### src/rtl/uart_tx_frame_pkg.sv
// Shared constants for the UART transmit framer: FSM encoding, parity type and line levels.
package uart_tx_frame_pkg;

  localparam logic [2:0] ST_IDLE   = 3'd0;
  localparam logic [2:0] ST_START  = 3'd1;
  localparam logic [2:0] ST_DATA   = 3'd2;
  localparam logic [2:0] ST_PARITY = 3'd3;
  localparam logic [2:0] ST_STOP   = 3'd4;

  localparam logic PAR_EVEN = 1'b0;
  localparam logic PAR_ODD  = 1'b1;

  localparam logic LINE_IDLE = 1'b1;
  localparam logic START_BIT = 1'b0;
  localparam logic STOP_BIT  = 1'b1;

  // Parity settings frozen at frame acceptance.
  typedef struct packed {
    logic en;
    logic val;
  } par_cfg_t;

  // A counter for a 1-bit word still needs one flop.
  function automatic int cnt_w(input int w);
    return (w > 1) ? $clog2(w) : 1;
  endfunction

endpackage

### src/rtl/uart_tx_serializer.sv
// Load/shift register and data-bit counter for one UART frame.
module uart_tx_serializer
  import uart_tx_frame_pkg::*;
#(
  parameter int DATA_WIDTH = 8
) (
  input  logic                  clk,
  input  logic                  rst_n,
  input  logic                  load,
  input  logic                  shift_en,
  input  logic [DATA_WIDTH-1:0] data,
  output logic                  ser_bit,
  output logic                  last_bit
);

  localparam int CW = cnt_w(DATA_WIDTH);

  logic [DATA_WIDTH-1:0] sh;
  logic [DATA_WIDTH-1:0] sh_nxt;
  logic [CW-1:0]         cnt;

  assign sh_nxt = sh >> 1;

  // ser_bit is the bit that goes on the line at this edge: bit 0 straight after
  // load, then the post-shift LSB, so cnt always names the bit being driven.
  assign ser_bit  = shift_en ? sh_nxt[0] : sh[0];
  assign last_bit = (cnt == CW'(DATA_WIDTH - 1));

  always_ff @(posedge clk or negedge rst_n) begin
    if (!rst_n) begin
      sh  <= '0;
      cnt <= '0;
    end else if (load) begin
      sh  <= data;
      cnt <= '0;
    end else if (shift_en) begin
      sh  <= sh_nxt;
      cnt <= cnt + CW'(1);
    end
  end

endmodule

### src/rtl/uart_tx_frame.sv
// UART transmit framer: start, LSB-first data, optional parity and stop bit, one bit per CLK.
module uart_tx_frame
  import uart_tx_frame_pkg::*;
#(
  parameter int DATA_WIDTH = 8
) (
  input  logic                  CLK,
  input  logic                  RST,
  input  logic [DATA_WIDTH-1:0] TX_P_DATA,
  input  logic                  TX_D_VLD,
  input  logic                  PAR_EN,
  input  logic                  PAR_TYP,
  output logic                  TX_OUT,
  output logic                  Busy
);

  logic [2:0] state;
  logic [2:0] state_nxt;
  logic       tx_nxt;
  logic       busy_nxt;
  par_cfg_t   par;
  logic       load;
  logic       shift_en;
  logic       ser_bit;
  logic       last_bit;

  // Kept outside the FSM block so ser_bit's dependency on shift_en forms no loop.
  assign load     = (state == ST_IDLE) && TX_D_VLD;
  assign shift_en = (state == ST_DATA) && !last_bit;

  uart_tx_serializer #(
    .DATA_WIDTH (DATA_WIDTH)
  ) u_ser (
    .clk      (CLK),
    .rst_n    (RST),
    .load     (load),
    .shift_en (shift_en),
    .data     (TX_P_DATA),
    .ser_bit  (ser_bit),
    .last_bit (last_bit)
  );

  // tx_nxt/busy_nxt describe the bit the line carries after this edge.
  always_comb begin
    state_nxt = state;
    tx_nxt    = LINE_IDLE;
    busy_nxt  = 1'b1;
    case (state)
      ST_IDLE: begin
        busy_nxt = 1'b0;
        if (TX_D_VLD) begin
          state_nxt = ST_START;
          tx_nxt    = START_BIT;
          busy_nxt  = 1'b1;
        end
      end
      ST_START: begin
        state_nxt = ST_DATA;
        tx_nxt    = ser_bit;
      end
      ST_DATA: begin
        if (!last_bit) begin
          tx_nxt = ser_bit;
        end else if (par.en) begin
          state_nxt = ST_PARITY;
          tx_nxt    = par.val;
        end else begin
          state_nxt = ST_STOP;
          tx_nxt    = STOP_BIT;
        end
      end
      ST_PARITY: begin
        state_nxt = ST_STOP;
        tx_nxt    = STOP_BIT;
      end
      ST_STOP: begin
        state_nxt = ST_IDLE;
        busy_nxt  = 1'b0;
      end
      default: begin
        state_nxt = ST_IDLE;
        busy_nxt  = 1'b0;
      end
    endcase
  end

  always_ff @(posedge CLK or negedge RST) begin
    if (!RST) begin
      state  <= ST_IDLE;
      TX_OUT <= LINE_IDLE;
      Busy   <= 1'b0;
      par    <= '0;
    end else begin
      state  <= state_nxt;
      TX_OUT <= tx_nxt;
      Busy   <= busy_nxt;
      if (load) begin
        par.en  <= PAR_EN;
        par.val <= (^TX_P_DATA) ^ PAR_TYP;
      end
    end
  end

endmodule

### config.mk
export PLATFORM = sky130hd
export DESIGN_NAME = uart_tx_frame
export DESIGN_NICKNAME = d
export VERILOG_FILES = /design/src/rtl/uart_tx_frame_pkg.sv /design/src/rtl/uart_tx_serializer.sv /design/src/rtl/uart_tx_frame.sv
export SDC_FILE = /design/constraint.sdc
export NUM_CORES = 1
export LEC_CHECK = 0
export BUFFER_PORTS_ARGS = -buffer_cell sky130_fd_sc_hd__buf_2
export CAP_MARGIN = 15
export CORE_AREA = 3 3 59 61
export DETAILED_ROUTE_END_ITERATION = 10
export DIE_AREA = 0 0 62 64
export PLACE_DENSITY = 0.48
export SLEW_MARGIN = 20
export SYNTH_ARGS = -nofsm -noshare
export SYNTH_HDL_FRONTEND = slang
export SYNTH_SLANG_ARGS = --single-unit
### constraint.sdc
create_clock -name CLK -period 2.8 [get_ports CLK]
set_input_delay 0.28 -clock CLK [delete_from_list [all_inputs] [get_ports CLK]]
set_output_delay 0.28 -clock CLK [all_outputs]
set_load 0.1 [all_outputs]
==> impl_metrics.ini <==
[sta]
worst_pin_slew_ns = 0.4832
period_share_pct = 63.53
hold_viol = 0
rsz0062_at_grt = no
worst_slack_ns = 1.021
min_period_ns = 1.779
finClkSkew_ns = 0.005250
maxSlewHeadroom_pct = 68.01
tns_ns = 0
drv_slew = 0
setup_viol = 0
holdWs_ns = 0.1861
fmax_ghz = 0.5622

[synth]
yosysTopAreaCellShare_pct = 47.62
synth-warning-count = 0
synth_fp_nets = 93
yosysUniqueCellTypes = 25
syn_avg_cell_area_um2 = 11.45
synth-seq-cells = 18
synth_cells = 78
yosysTopAreaCell = dfrtp_1
synth_area_leaders = dfrtp_1, nand2_1, nor4b_4
netlist_area_um2 = 893.4
yosysSeqAreaShare_pct = 50.56

[grt]
grt_pass1_vias = 575
antenna_found_initial = 0
overflow = 0
grt_pass1_wl_um = 2697
grt_max_degree = 19
grt_usage_pct = 9.153

[setup_path]
end_kind = register
worst_setup_path_start_kind = register
r2r-end = u_ser.cnt[0]
worstSetupPathType = register to register
r2r_slack_ns = 1.02
worst-path-max-fanout = 11
startpoint = u_ser.cnt[0]
r2r.worst_path.cells = 6
crit_arrival_ns = 1.96
r2r_start = u_ser.cnt[0]
crit_required_ns = 2.98

[clock_tree]
postCtsSetupRepairBufs = 0
root_buffer = clkbuf_4
cts_buffer_depth = 2
clkTransAtPathRegs_ns = 0.10
cts_resized = 0
htreeDepth = 1
insertion_delay_ns = 0.29
cts_sinks = 18
ctsHoldBuffers = 1
numCtsBuffers = 3
cts_tree = built

[power_and_ir_drop]
power_w = 0.001162
p_leak_nw = 0.4952
vdd_drop_max_mv = 0.3391
powerDensity_mw_per_mm2 = 1119

[final_layout]
antenna_cells = 0
mostFrequentLayoutCells = dfrtp_1, nand2_1, buf_2, a22oi_1
finalInstanceArea_mm2 = 0.001039
drive_above_1_share_pct = 26.32
fin_nets = 111
final_common_cell = dfrtp_1
synthToLayoutAreaGrowth_pct = 16.25

[status]
status = complete, no violations

[place]
placed_area_mm2 = 0.001002
dp_hpwl_um = 1193
port_buffers = 14
finalWeightedCongestion = 0.7829
dp_slack_ns = 1.018

[routing]
wl_um = 1620
drc_errors = 0
final_antenna_net_count = 0
vias = 613
viasPerCell = 4.410
drt-initial-drc-count = 27
wire_per_inst_um = 11.65
dr.pass1.iters = 4

[run]
maxCapViolCount = 0

[worst_hold_path]
hold_path_end = par[1]
hold_path_depth = 3
hold_start = PAR_EN
hold_class = input port to register

[die]
core_area_mm2 = 0.003028
die_h_um = 64
rows = 20
io_pins = 15
start_util_pct = 29.50
dieArea_mm2 = 0.003968
die_w_um = 62
[per-stage QoR]
stage	cells	util (%)
2_1_floorplan	78	-
3_3_place_gp	134	33.10
3_5_place_dp	134	33.10
4_1_cts	139	34.30
5_1_grt	139	34.30
6_report	139	34.30
[worst max path at each step]
stage | to | slack, ns | cells after the start
global route | u_ser.cnt[0] | 0.91 | 6
CTS | u_ser.cnt[0] | 1.0 | 6
detailed placement | u_ser.cnt[0] | 1.02 | 6
floorplan | u_ser.sh[0] | 1.17 | 6
global placement | u_ser.cnt[0] | 1.05 | 6
finish | u_ser.cnt[0] | 1.02 | 6
[registers in the layout, summed over array words and instances (netlist names)]
register,count
TX_OUT,1
par,2
state,3
Busy,1
u_ser.cnt,3
u_ser.sh,8
[layer usage]
layer	wire (um)	vias up	share of wire, %	GRT usage, %
met5	0	-	0	0
met4	9	0	0.56	1.592
met3	114	2	7.0	4.242
met2	717	20	44	12.82
met1	779	284	48	12.96
li1	-	307	-	-
[power by group]
group / switching [W] / internal [W] / leakage (nW) / total, W
Combinational: 0.000318 / 0.000221 / 0.258 / 0.000540
Sequential: 0.000101 / 0.000386 / 0.222 / 0.000488
Clock: 0.0000790 / 0.0000554 / 0.0150 / 0.000134
[synthesized netlist by cell type]
master,n
inv_1,2
nor3_1,2
mux2_4,1
buf_6,1
dfrtp_1,17
xnor2_1,4
buf_2,1
nand2_1,14
xnor3_1,1
nor3b_1,1
a21oi_1,2
xor2_1,2
a22oi_1,6
nor2b_1,1
a31oi_1,2
nor2_2,1
o21ai_2,1
a22o_1,3
o21ai_0,2
ha_1,2
mux2i_1,3
nor2_1,4
dfstp_2,1
nor4b_4,2
buf_4,2
[cells by family (layout without fill, tap and decap cells)]
logic type	Yosys count	in the layout	synth area share, %
AND/OR/NAND/NOR	25	25	16.25
multiplexers	4	4	5.042
AO/OA/AOI/OAI	16	16	12.61
XOR/XNOR	7	7	8.403
adder cells (fa/ha/maj)	2	2	2.801
buffers and inverters	6	23	4.341
flip-flops	18	18	50.56
[worst max-delay path: stages, from the launching register on]
cell and delay, ns:
dfrtp_1 0.41, ha_1 0.20, ha_1 0.25, nor4b_4 0.22, buf_4 0.21, nor2_2 0.11
mux2_4 0.26
[area by class of cell]
class / instances / area [um2]
Fill cell: 320 / 1989
Sequential cell: 18 / 451.7
Multi-Input combinational cell: 54 / 402.9
Timing Repair Buffer: 17 / 95.09
Tap cell: 44 / 55.05
Clock buffer: 4 / 26.28
Inverter: 2 / 7.507
Power figures use the tool's default switching activity.
